[config.mk]
export PLATFORM = sky130hd
export DESIGN_NAME = hack_mem_ctrl
export DESIGN_NICKNAME = d
export VERILOG_FILES = /design/src/rtl/hack_mem_ctrl.sv
export SDC_FILE = /design/constraint.sdc
export NUM_CORES = 1
export LEC_CHECK = 0
export CORE_MARGIN = 5
export CORE_UTILIZATION = 35
export CTS_BUF_LIST = sky130_fd_sc_hd__clkbuf_8
export DETAILED_ROUTE_END_ITERATION = 10
export PLACE_DENSITY = 0.84
export SLEW_MARGIN = 20
export SYNTH_ARGS = -nofsm -noshare
export SYNTH_HDL_FRONTEND = slang
export SYNTH_SLANG_ARGS = --single-unit
export TNS_END_PERCENT = 20
[constraint.sdc]
create_clock -name clk -period 2.95 [get_ports clk]
set_input_delay 0.59 -clock clk [delete_from_list [all_inputs] [get_ports clk]]
set_output_delay 0.59 -clock clk [all_outputs]
set_load 0.02 [all_outputs]
[src/rtl/hack_mem_ctrl.sv]
// hack_mem_ctrl: Hack CPU memory-map controller.
// Decodes the 15-bit Hack word address into data RAM, screen memory, the
// keyboard register and an invalid hole. It drives two synchronous memories
// that have one cycle of read latency.
// Writes complete in the cycle they are accepted. Reads take three cycles:
// IDLE (accept), RD_WAIT (memory latency), RESP (rvalid).
// Optional feature: define HACK_MEM_ERR_EN to enable the sticky err flag.
// When the macro is undefined, err is tied low.
module hack_mem_ctrl #(
    parameter int RAM_AW = 14,
    parameter int SCR_AW = 13
) (
    input  logic              clk,
    input  logic              rst,
    input  logic              cpu_req,
    input  logic              cpu_we,
    input  logic [14:0]       cpu_addr,
    input  logic [15:0]       cpu_wdata,
    output logic              cpu_ready,
    output logic              cpu_rvalid,
    output logic [15:0]       cpu_rdata,
    output logic              ram_we,
    output logic [RAM_AW-1:0] ram_addr,
    output logic [15:0]       ram_din,
    input  logic [15:0]       ram_dout,
    output logic              scr_we,
    output logic [SCR_AW-1:0] scr_addr,
    output logic [15:0]       scr_din,
    input  logic [15:0]       scr_dout,
    input  logic [15:0]       kbd_code,
    output logic              err
);

    typedef enum logic [1:0] {
        ST_IDLE    = 2'd0,
        ST_RD_WAIT = 2'd1,
        ST_RESP    = 2'd2
    } state_t;

    localparam logic [1:0] REG_RAM = 2'd0;
    localparam logic [1:0] REG_SCR = 2'd1;
    localparam logic [1:0] REG_KBD = 2'd2;
    localparam logic [1:0] REG_INV = 2'd3;

    state_t      r_state;
    state_t      w_next_state;
    logic [1:0]  w_region;
    logic [1:0]  r_region;
    logic [15:0] r_rdata;
    logic [15:0] r_kbd;
    logic        w_accept;

    // Decode the CPU address into one of the four regions.
    always_comb begin
        w_region = REG_INV;
        if (cpu_addr[14] == 1'b0) begin
            w_region = REG_RAM;
        end else if (cpu_addr[13] == 1'b0) begin
            w_region = REG_SCR;
        end else if (cpu_addr == 15'h6000) begin
            w_region = REG_KBD;
        end else begin
            w_region = REG_INV;
        end
    end

    // FSM state register.
    always_ff @(posedge clk or posedge rst) begin
        if (rst) begin
            r_state <= ST_IDLE;
        end else begin
            r_state <= w_next_state;
        end
    end

    // FSM next state: only accepted reads leave IDLE; the read path always returns to IDLE.
    always_comb begin
        w_next_state = r_state;
        case (r_state)
            ST_IDLE: begin
                if (w_accept && !cpu_we) begin
                    w_next_state = ST_RD_WAIT;
                end else begin
                    w_next_state = ST_IDLE;
                end
            end
            ST_RD_WAIT: w_next_state = ST_RESP;
            ST_RESP:    w_next_state = ST_IDLE;
            default:    w_next_state = ST_IDLE;
        endcase
    end

    // FSM outputs: handshake and write strobes, which acceptance gates so they are never active outside IDLE.
    always_comb begin
        cpu_ready  = (r_state == ST_IDLE) && !rst;
        w_accept   = cpu_req && cpu_ready;
        cpu_rvalid = (r_state == ST_RESP);
        ram_we     = w_accept && cpu_we && (w_region == REG_RAM);
        scr_we     = w_accept && cpu_we && (w_region == REG_SCR);
    end

    // The memories register the address themselves, so the address and data buses follow the CPU directly.
    assign ram_addr  = cpu_addr[RAM_AW-1:0];
    assign ram_din   = cpu_wdata;
    assign scr_addr  = cpu_addr[SCR_AW-1:0];
    assign scr_din   = cpu_wdata;
    assign cpu_rdata = r_rdata;

    // Remember which region an accepted read targets, for use in RD_WAIT.
    always_ff @(posedge clk or posedge rst) begin
        if (rst) begin
            r_region <= REG_INV;
        end else if (w_accept && !cpu_we) begin
            r_region <= w_region;
        end else begin
            r_region <= r_region;
        end
    end

    // Sample the asynchronous keyboard code every cycle.
    always_ff @(posedge clk or posedge rst) begin
        if (rst) begin
            r_kbd <= 16'h0000;
        end else begin
            r_kbd <= kbd_code;
        end
    end

    // Capture the read response at the RD_WAIT->RESP edge; hold it until the next read.
    always_ff @(posedge clk or posedge rst) begin
        if (rst) begin
            r_rdata <= 16'h0000;
        end else if (r_state == ST_RD_WAIT) begin
            case (r_region)
                REG_RAM: r_rdata <= ram_dout;
                REG_SCR: r_rdata <= scr_dout;
                REG_KBD: r_rdata <= r_kbd;
                default: r_rdata <= 16'h0000;
            endcase
        end else begin
            r_rdata <= r_rdata;
        end
    end

`ifdef HACK_MEM_ERR_EN
    logic r_err;

    // Sticky error: any accepted access to the invalid hole, or a write to the keyboard.
    always_ff @(posedge clk or posedge rst) begin
        if (rst) begin
            r_err <= 1'b0;
        end else if (w_accept && ((w_region == REG_INV) ||
                                  ((w_region == REG_KBD) && cpu_we))) begin
            r_err <= 1'b1;
        end else begin
            r_err <= r_err;
        end
    end

    assign err = r_err;
`else
    assign err = 1'b0;
`endif

endmodule

* Word-level counts from Yosys, hierarchy flattened
Cells that the tools add are included.
Operators by class: muxes and demuxes 6, reductions and logical operators 11, equality and inequality tests 6
Operators with widths (count):
- $pmux 16 s3 | 1
- $eq 15x15->1 const B | 1
- $eq 2x1->1 const B | 3
- $logic_and 1x1->1 | 6
- $logic_not 2->1 | 3
- $eq 2x2->1 const B | 2
- $mux 2 | 2
- $pmux 2 s2 | 1
- $logic_not 1->1 | 2
- $mux 1 | 2
Word-level totals: logic and storage cells 27, output and inout bits 80, register bits after elaboration 36

* Depth between registers and ports, before layout
Gate-level depths: netlist of run 1.
word-level depth 6, gate-level depth with buffers 6

* Worst setup path before layout of run 1
Ideal clock, no wire load.
path type input to output, from input port rst, to output port scr_we, buffers on the path 0, data arrival time 1.544 ns, cell stages on the path 3, setup slack 0.816 ns, cell sequence nor3_2 > nand3_1 > nor3_1
Between the ends: longest elaborated chain between the ends 5
Ends and longest elaborated chain:
- from (decl) | RTL line 14 | input logic rst,
- $logic_not 1->1 (no source line)
- $logic_and 1x1->1 | RTL line 95 | cpu_ready = (r_state == ST_IDLE) && !rst;
- $logic_and 1x1->1 | RTL line 96 | w_accept = cpu_req && cpu_ready;
- $logic_and 1x1->1 (2 in series) | RTL line 99 | scr_we = w_accept && cpu_we && (w_region == REG_SCR);
- to (decl) | RTL line 26 | output logic scr_we,
Every way passes these cells.

* Final worst setup path of run 1
Same ends and word-level chain as after synthesis.

==> impl_results.md, run 1 <==
- Post-synthesis sequential area ratio: 43.47%
- DP HPWL: 3.996 mm
- Top delay family on crit path: buffers and inverters
- Initial DRT Pass Iterations: 4
- Pleak: 1.211 nW
- Final Critical Period: 2777 ps
- Worst Setup End Kind: output port
- Layout cell share with drive strength beyond 1: 17.62%
- Antenna Nets Post-Route: 0
- Nets: 326
- Drt initial violations: 53
- Worst r2r path cells: 3
- Total track usage: 12.80%
- Gates resized, CTS repair: 0
- WL/cell: 15.55 µm
- PnR worst setup slack: 172.6 ps
- Die height: 87.06 µm
- #FFs+latches synth: 36
- Outcome: finished clean
- Async set-reset flop share out of synthesis: 100.0%
- Vias in the first global route: 1518
- Syn Std Cell Area: 2078 µm²
- Layout Cells excl Fill: 319
- Residual DRC count: 0
- Critical path fanouts, max: 3
- Setup TNS: 0 ps
- Die W: 87.06 µm
- Global-route wire length before repair: 7.410 mm
- FILL cells: 529
- GR Overflow Total: 0
- Worst path bufs/invs: 2
- Worst hold path depth: 2
- Number of diodes: 0
- Worst Path Arrival: 2190 ps
- Post-CTS setup buffer count: 0
- Clk sinks: 36
- Syn avg cell area: 11.00 µm²
- CORE AREA: 5851 µm²
- CTS tree: done
- Total Power: 1.706 mW
- Post-DR vias/cell: 4.505
- Antenna violations before repair: 0
- Setup WS pre-CTS: 191.8 ps
- Largest net degree at the start of global routing: 34
- Worst-Margin Slew: 899.5 ps
- Final Util: 49.81%
- Final Cycle Share: 94.15%
- Clk pin slew, worst setup/hold paths: 70 ps
- Clk_lat worst skew: 290 ps
- CTS root buffer: clkbuf_8
- Worst-path cell chain: clkdlybuf4s50_1, nor3_2, nand3_1, nor3_1, clkdlybuf4s50_1
- Cells after synthesis: 189
- Count of final hold-check violations: 0
- Hold Path Class: register to register
- H-tree depth: 2
- Placed cells: 311
- RD Place Congestion: 0.6718
- Distinct cell type count of the synthesized netlist: 29
- CTS buffer count: 5
- Setup-failing EPs final: 0
- VDD IR max: 0.2440 mV
- Die area: 7579 µm²
- PortBufs: 113
- Max-Cap Viols: 0
- Critical Path Source Type: primary input
- Critical Path Max Stage Delay: 640 ps
- Final wirelength: 4.962 mm
- Post-Syn Nets: 272
- Max_slew headroom: 39.76%
- Most frequent cells in the layout: clkdlybuf4s50_1, dfrtp_1, nand2_1
- Pwr per Cell Area: 585.3 nW/µm²
- Cell Rows: 28
- RSZ-0062 raised after global routing: no
- Ys flop type: dfrtp_1
- Slew Limit Fails: 0
- Initial Util: 35.52%
- Via count: 1437
- Clock tree buffer depth: 2
- CP Depth: 5
- Area grow syn2layout: 40.22%
- Commonest non-fill, non-tap cell in the layout: clkdlybuf4s50_1
- Max frequency: 360.1 MHz
- Crit-path slowest cell: clkdlybuf4s50_1
- Yosys warnings: 0
- Number of synthesized flops with an enable pin: 0
- Kind of critical path: primary input to output port
- Critical path's most frequent cell: clkdlybuf4s50_1
- Clock skew: 5.374 ps
- Required time of the critical path: 2360 ps
- IO Count: 163
- Hold_buf cts: 0
[state kept, by name, indices dropped and copies added, names as in the netlist]
| name | cells |
|---|---|
| cpu_rdata | 16 |
| r_state | 2 |
| r_region | 2 |
| r_kbd | 16 |
[per-layer routing]
metal  GRT usage [%]  part of all wire (%)
met5               0                     0
met4           5.099                   1.5
met3           5.109                    12
met2           22.91                    53
met1           13.23                    34
[cell families after synthesis]
kind of cell    Yosys count  synth area share (%)
simple gates             29                 7.043
buf+inv                  72                 25.77
mux                      18                 11.32
other cells               1                0.1804
compound gates           33                 12.22
flops                    36                 43.47
[power by group]
| group | switching [mW] | total (mW) | internal [mW] |
|---|---|---|---|
| logic | 0.280 | 0.626 | 0.346 |
| clock network | 0.178 | 0.428 | 0.250 |
| registers | 0.0687 | 0.652 | 0.583 |
[final cells by class]
cell class / count / area, µm² / share of cell area [%]
Clock buffer: 5 / 68.82 / 2.362
Clock inverter: 3 / 42.54 / 1.460
Inverter: 4 / 15.01 / 0.5152
Multi-Input combinational cell: 81 / 644.4 / 22.11
Sequential cell: 36 / 903.4 / 31.00
Tap cell: 75 / 93.84 / 3.220
Timing Repair Buffer: 115 / 1146 / 39.33
[synthesized netlist by cell type (3+ instances only)]
library cell  number  area (µm²)
nand2_1           17       63.81
o21ai_0            6       30.03
a22oi_1            7       52.55
a22oi_2            9       112.6
dfrtp_1           34       850.8
mux2_4             9       135.1
clkbuf_1           3       11.26
mux2_2             8       90.09
o21ai_1           10       50.05
inv_1              3       11.26
buf_4             61       457.9
[stage by stage]
step,cell area (µm²),hold WS [ps]
3_5_place_dp,2800,472.6
4_1_cts,2912,488.0
6_report,2914,482.7
3_3_place_gp,2800,462.6
2_1_floorplan,2078,496.5
5_1_grt,2914,507.8
[worst reg2reg max path: stages (launching register included)]
cell,delay (ps)
dfstp_2,550
nor2b_2,780
a22oi_1,200
o21ai_0,200
[final timing paths]
path                                             end                       from  slack (ps)
setup / recovery                              scr_we                        rst         170
hold / removal             cpu_rdata[13]$_DFFE_PP0P_  cpu_rdata[13]$_DFFE_PP0P_         480
setup reg to reg           cpu_rdata[14]$_DFFE_PP0P_    r_region[0]$_DFFE_PP1P_        1130
hold reg to reg            cpu_rdata[13]$_DFFE_PP0P_  cpu_rdata[13]$_DFFE_PP0P_         480
max in group asynchronous    r_region[1]$_DFFE_PP1P_                        rst        1740
min in group asynchronous        r_kbd[15]$_DFF_PP0_                        rst         630
Note: power is estimated with default switching activity, not from simulation.
==> run 2: changes to the inputs <==
ABC_AREA = 1   (was default)
CTS_CLUSTER_DIAMETER = 200   (was default)
PLACE_DENSITY = 0.85   (was 0.84)
SLEW_MARGIN = default   (was 20)
==> run 2 against run 1 <==
Compared with the run above:
- global-route usage is 1.2 points higher
- core utilization is 1.6 points higher
- total power is 7.6% lower
==> impl_results.md, run 2 <==
- Final wirelength: 5.217 mm
- Worst-Margin Slew: 614.6 ps
- #FFs+latches synth: 36
- Hold Path Class: register to register
- Max-Cap Viols: 0
- Post-synthesis sequential area ratio: 44.54%
- Setup-failing EPs final: 0
- Die area: 7418 µm²
- Synth top area share: 41.95%
- Pleak: 1.260 nW
- Global-route wire length before repair: 8.107 mm
- Setup TNS: 0 ps
- Hold_buf cts: 0
- Via count: 1628
- Gates resized, CTS repair: 0
- Kind of critical path: primary input to output port
- Layout cell share with drive strength beyond 1: 5.161%
- Number of synthesized flops with an enable pin: 0
- Clock skew: 4.285 ps
- Clock tree buffer depth: 2
- Count of final hold-check violations: 0
- Most numerous cell in the Yosys netlist: nand2_1
- Worst Path Arrival: 2160 ps
- Final Cycle Share: 93.38%
- Die height: 86.13 µm
- Required time of the critical path: 2360 ps
- Critical Path Source Type: primary input
- Pwr per Cell Area: 550.0 nW/µm²
- Layout Cells excl Fill: 382
- Yosys top cell by area: dfrtp_1
- CORE AREA: 5574 µm²
- RD Place Congestion: 0.8762
- Clock group share of total power: 21.9%
- Number of diodes: 0
- WL/cell: 13.66 µm
- Syn Std Cell Area: 2028 µm²
- CTS tree: done
- DP HPWL: 4.204 mm
- H-tree depth: 2
- Synth area leaders: dfrtp_1, buf_4, nand2_1, nand3_1, o21ai_0
- Worst Setup End Kind: output port
- Switching pwr: 0.5184 mW
- Reg area: 903.4 µm²
- Die W: 86.13 µm
- Async set-reset flop share out of synthesis: 100.0%
- Clk_lat worst skew: 280 ps
- FILL cells: 504
- Distinct cell type count of the synthesized netlist: 15
- WHS: 506.9 ps
- Final Util: 51.43%
- Clk pin slew, worst setup/hold paths: 70 ps
- Max frequency: 363.0 MHz
- Residual DRC count: 0
- Seq pwr share: 39.7%
- Slew Limit Fails: 0
- Outcome: finished clean
- Largest net degree at the start of global routing: 37
- Ys flop type: dfrtp_1
- Post-Syn Nets: 337
- Antenna Nets Post-Route: 0
- Commonest cells in the netlist: nand2_1, buf_4, dfrtp_1
- Nets: 392
- Placed cells: 374
- GR Overflow Total: 0
- Cell Rows: 27
- Post-placement cell area: 2776 µm²
- Yosys warnings: 0
- Sw Ratio: 32.88%
- Initial DRT Pass Iterations: 4
- Commonest non-fill, non-tap cell in the layout: clkdlybuf4s50_1
- IO Count: 163
- Initial Util: 36.39%
- VDD IR max: 0.2955 mV
- Clk sinks: 36
- Cells after synthesis: 254
- Int Pwr: 1.058 mW
- PortBufs: 113
- Most frequent cells in the layout: clkdlybuf4s50_1, nand2_1, dfrtp_1
- Drt initial violations: 79
- Post-layout instance area: 2867 µm²
- Total track usage: 13.99%
- Critical path fanouts, max: 2
- RSZ-0062 raised after global routing: no
- Combinational share of power: 38.5%
- Post-CTS setup buffer count: 0
- Area grow syn2layout: 41.33%
- CTS root buffer: clkbuf_8
- Vias in the first global route: 1630
- Multi-input logic area: 610.6 µm²
- Antenna violations before repair: 0
- Post-DR vias/cell: 4.262
- Final Critical Period: 2755 ps
- Syn avg cell area: 7.985 µm²
- Max_slew headroom: 58.98%
- CTS buffer count: 5
run 2: cell count changes in the layout (fill, tap and decap cells not counted), moves of 10 or more:
cell	delta
o21ai_0	+12
o21ai_1	-10
nand3_1	+20
nor2_1	+12
nand2_1	+69
run 2: path summary, 6_finish.rpt:
path,from,endpoint,slack [ps],cells after the start
setup / recovery,rst,scr_we,200,5
hold / removal,cpu_rdata[13]$_DFFE_PP0P_,cpu_rdata[13]$_DFFE_PP0P_,510,2
setup reg to reg,r_state[0]$_DFF_PP0_,cpu_rdata[13]$_DFFE_PP0P_,1540,4
hold reg to reg,cpu_rdata[13]$_DFFE_PP0P_,cpu_rdata[13]$_DFFE_PP0P_,510,2
max in group asynchronous,rst,r_region[0]$_DFFE_PP1P_,1830,3
min in group asynchronous,rst,r_state[0]$_DFF_PP0_,770,3
run 2: critical path: stages:
cell and delay (ps):
clkdlybuf4s50_1 420, nor3_1 230, nand3_1 140, nor2_1 160, clkdlybuf4s50_1 630
run 2: through the flow:
step,total power [mW],worst slack (ps)
6_report,1.576,195.3
3_3_place_gp,1.239,278.5
5_1_grt,1.670,108.1
2_1_floorplan,1.016,762.6
4_1_cts,1.597,212.1
3_5_place_dp,1.249,215.9
run 2: power groups by stage:
stage / clock, mW / sequential (mW) / combinational [mW]
6_report: 0.345 / 0.625 / 0.607
5_1_grt: 0.374 / 0.637 / 0.659
4_1_cts: 0.354 / 0.627 / 0.615
3_5_place_dp: 0 / 0.636 / 0.613
3_3_place_gp: 0 / 0.635 / 0.605
2_1_floorplan: 0 / 0.713 / 0.302
run 2: logic make-up after synthesis:
family          share of synthesized area, %
simple gates                           25.48
buf+inv                                25.36
flops                                  44.54
compound gates                         4.442
other cells                           0.1849
run 2: area by class of cell:
| cell class | instances | share of cell area (%) |
|---|---|---|
| Sequential cell | 36 | 31.51 |
| Tap cell | 72 | 3.143 |
| Clock inverter | 2 | 0.2619 |
| Clock buffer | 6 | 2.881 |
| Timing Repair Buffer | 115 | 39.98 |
| Inverter | 7 | 0.9166 |
| Multi-Input combinational cell | 144 | 21.30 |
run 2: routing by layer:
layer	GRT usage (%)	vias up	routed length, µm
met5	0	-	0
met4	6.043	0	138
met3	2.882	15	270
met2	24.04	48	2711
met1	16.81	724	2098
li1	-	841	-
==> run 3: changes to the inputs <==
MAX_ROUTING_LAYER = met4   (was default)
==> run 3 against run 2 <==
Compared with the run above:
- critical path depth unchanged
- sequential power about the same
- total power about the same
- critical endpoint unchanged
==> impl_results.md, run 3 (same netlist as run 2, synthesis figures left out) <==
- Outcome: finished clean
- Clock tree buffer depth: 2
- Max_slew headroom: 58.31%
- WHS: 507.2 ps
- Largest net degree at the start of global routing: 37
- Final Cycle Share: 93.38%
- Hold Path Class: register to register
- Die area: 7418 µm²
- Setup WS pre-CTS: 215.9 ps
- Vias in the first global route: 1623
- Initial DRT Pass Iterations: 4
- Layout cell share with drive strength beyond 1: 5.161%
- Worst Setup End Kind: output port
- Nets: 392
- Final Util: 51.43%
- Most frequent cells in the layout: clkdlybuf4s50_1, nand2_1, dfrtp_1
- Placed cells: 374
- Pwr per Cell Area: 549.7 nW/µm²
- Antenna violations before repair: 0
- Via count: 1618
- Kind of critical path: primary input to output port
- Clk sinks: 36
- Cell Rows: 27
- Slew Limit Fails: 0
- FILL cells: 504
- Number of diodes: 0
- Post-DR vias/cell: 4.236
- Count of final hold-check violations: 0
- Area grow syn2layout: 41.33%
- Critical Path Source Type: primary input
- Clk pin slew, worst setup/hold paths: 70 ps
- IO Count: 163
- Final Critical Period: 2755 ps
- Antenna Nets Post-Route: 0
- Clk_lat worst skew: 280 ps
- DP HPWL: 4.204 mm
- Die height: 86.13 µm
- VDD IR max: 0.2938 mV
- PnR worst setup slack: 195.2 ps
- CTS root buffer: clkbuf_8
- CTS tree: done
- GR Overflow Total: 0
- Worst-Margin Slew: 624.7 ps
- Critical path fanouts, max: 2
- Initial Util: 36.39%
- Worst Path Arrival: 2160 ps
- Final wirelength: 5.199 mm
- CTS buffer count: 5
- Global-route wire length before repair: 8.107 mm
- RSZ-0062 raised after global routing: no
- Die W: 86.13 µm
- Clock skew: 4.635 ps
- Max-Cap Viols: 0
- Hold_buf cts: 0
- Post-placement cell area: 2776 µm²
- CORE AREA: 5574 µm²
- PortBufs: 113
- WL/cell: 13.61 µm
- Pleak: 1.260 nW
- H-tree depth: 2
- Residual DRC count: 0
- Layout Cells excl Fill: 382
- Commonest non-fill, non-tap cell in the layout: clkdlybuf4s50_1
- Gates resized, CTS repair: 0
- Setup-failing EPs final: 0
- Setup TNS: 0 ps
- Total track usage: 14.40%
- Required time of the critical path: 2360 ps
- Post-CTS setup buffer count: 0
- RD Place Congestion: 0.8907
- Max frequency: 363.0 MHz
- Drt initial violations: 94
- Post-layout instance area: 2867 µm²
- Total Power: 1.576 mW
run 3: cell counts in the layout (fill, tap and decap cells not counted):
No cell type changed its count.
run 3: final timing paths:
| kind | from | end | slack [ps] | cells past startpoint |
|---|---|---|---|---|
| setup / recovery | rst | scr_we | 200 | 5 |
| hold / removal | cpu_rdata[13]$_DFFE_PP0P_ | cpu_rdata[13]$_DFFE_PP0P_ | 510 | 2 |
| setup reg to reg | r_state[0]$_DFF_PP0_ | cpu_rdata[13]$_DFFE_PP0P_ | 1540 | 4 |
| hold reg to reg | cpu_rdata[13]$_DFFE_PP0P_ | cpu_rdata[13]$_DFFE_PP0P_ | 510 | 2 |
| max in group asynchronous | rst | r_region[0]$_DFFE_PP1P_ | 1830 | 3 |
| min in group asynchronous | rst | r_state[0]$_DFF_PP0_ | 770 | 3 |
run 3: routing by layer:
| metal | routed length, µm | global-route usage (%) | up-vias |
|---|---|---|---|
| li1 | - | - | 842 |
| met1 | 2150 | 17.04 | 704 |
| met4 | 136 | 6.043 | 0 |
| met5 | 0 | - | - |
| met3 | 263 | 2.594 | 16 |
| met2 | 2649 | 23.97 | 56 |
run 3: critical path: stages:
cell             delay, ps
clkdlybuf4s50_1        420
nor3_1                 230
nand3_1                140
nor2_1                 160
clkdlybuf4s50_1        630
run 3: layout make-up:
| type | count | area (µm²) | area share, % |
|---|---|---|---|
| Clock buffer | 6 | 82.58 | 2.881 |
| Clock inverter | 2 | 7.507 | 0.2619 |
| Inverter | 7 | 26.28 | 0.9166 |
| Multi-Input combinational cell | 144 | 610.6 | 21.30 |
| Sequential cell | 36 | 903.4 | 31.51 |
| Tap cell | 72 | 90.09 | 3.143 |
| Timing Repair Buffer | 115 | 1146 | 39.98 |
run 3: power by group:
| part | internal, mW | leakage, nW | switching [mW] | total [mW] |
|---|---|---|---|---|
| Clock | 0.183 | 0.0538 | 0.160 | 0.343 |
| Combinational | 0.294 | 0.772 | 0.313 | 0.607 |
| Sequential | 0.581 | 0.435 | 0.0446 | 0.626 |
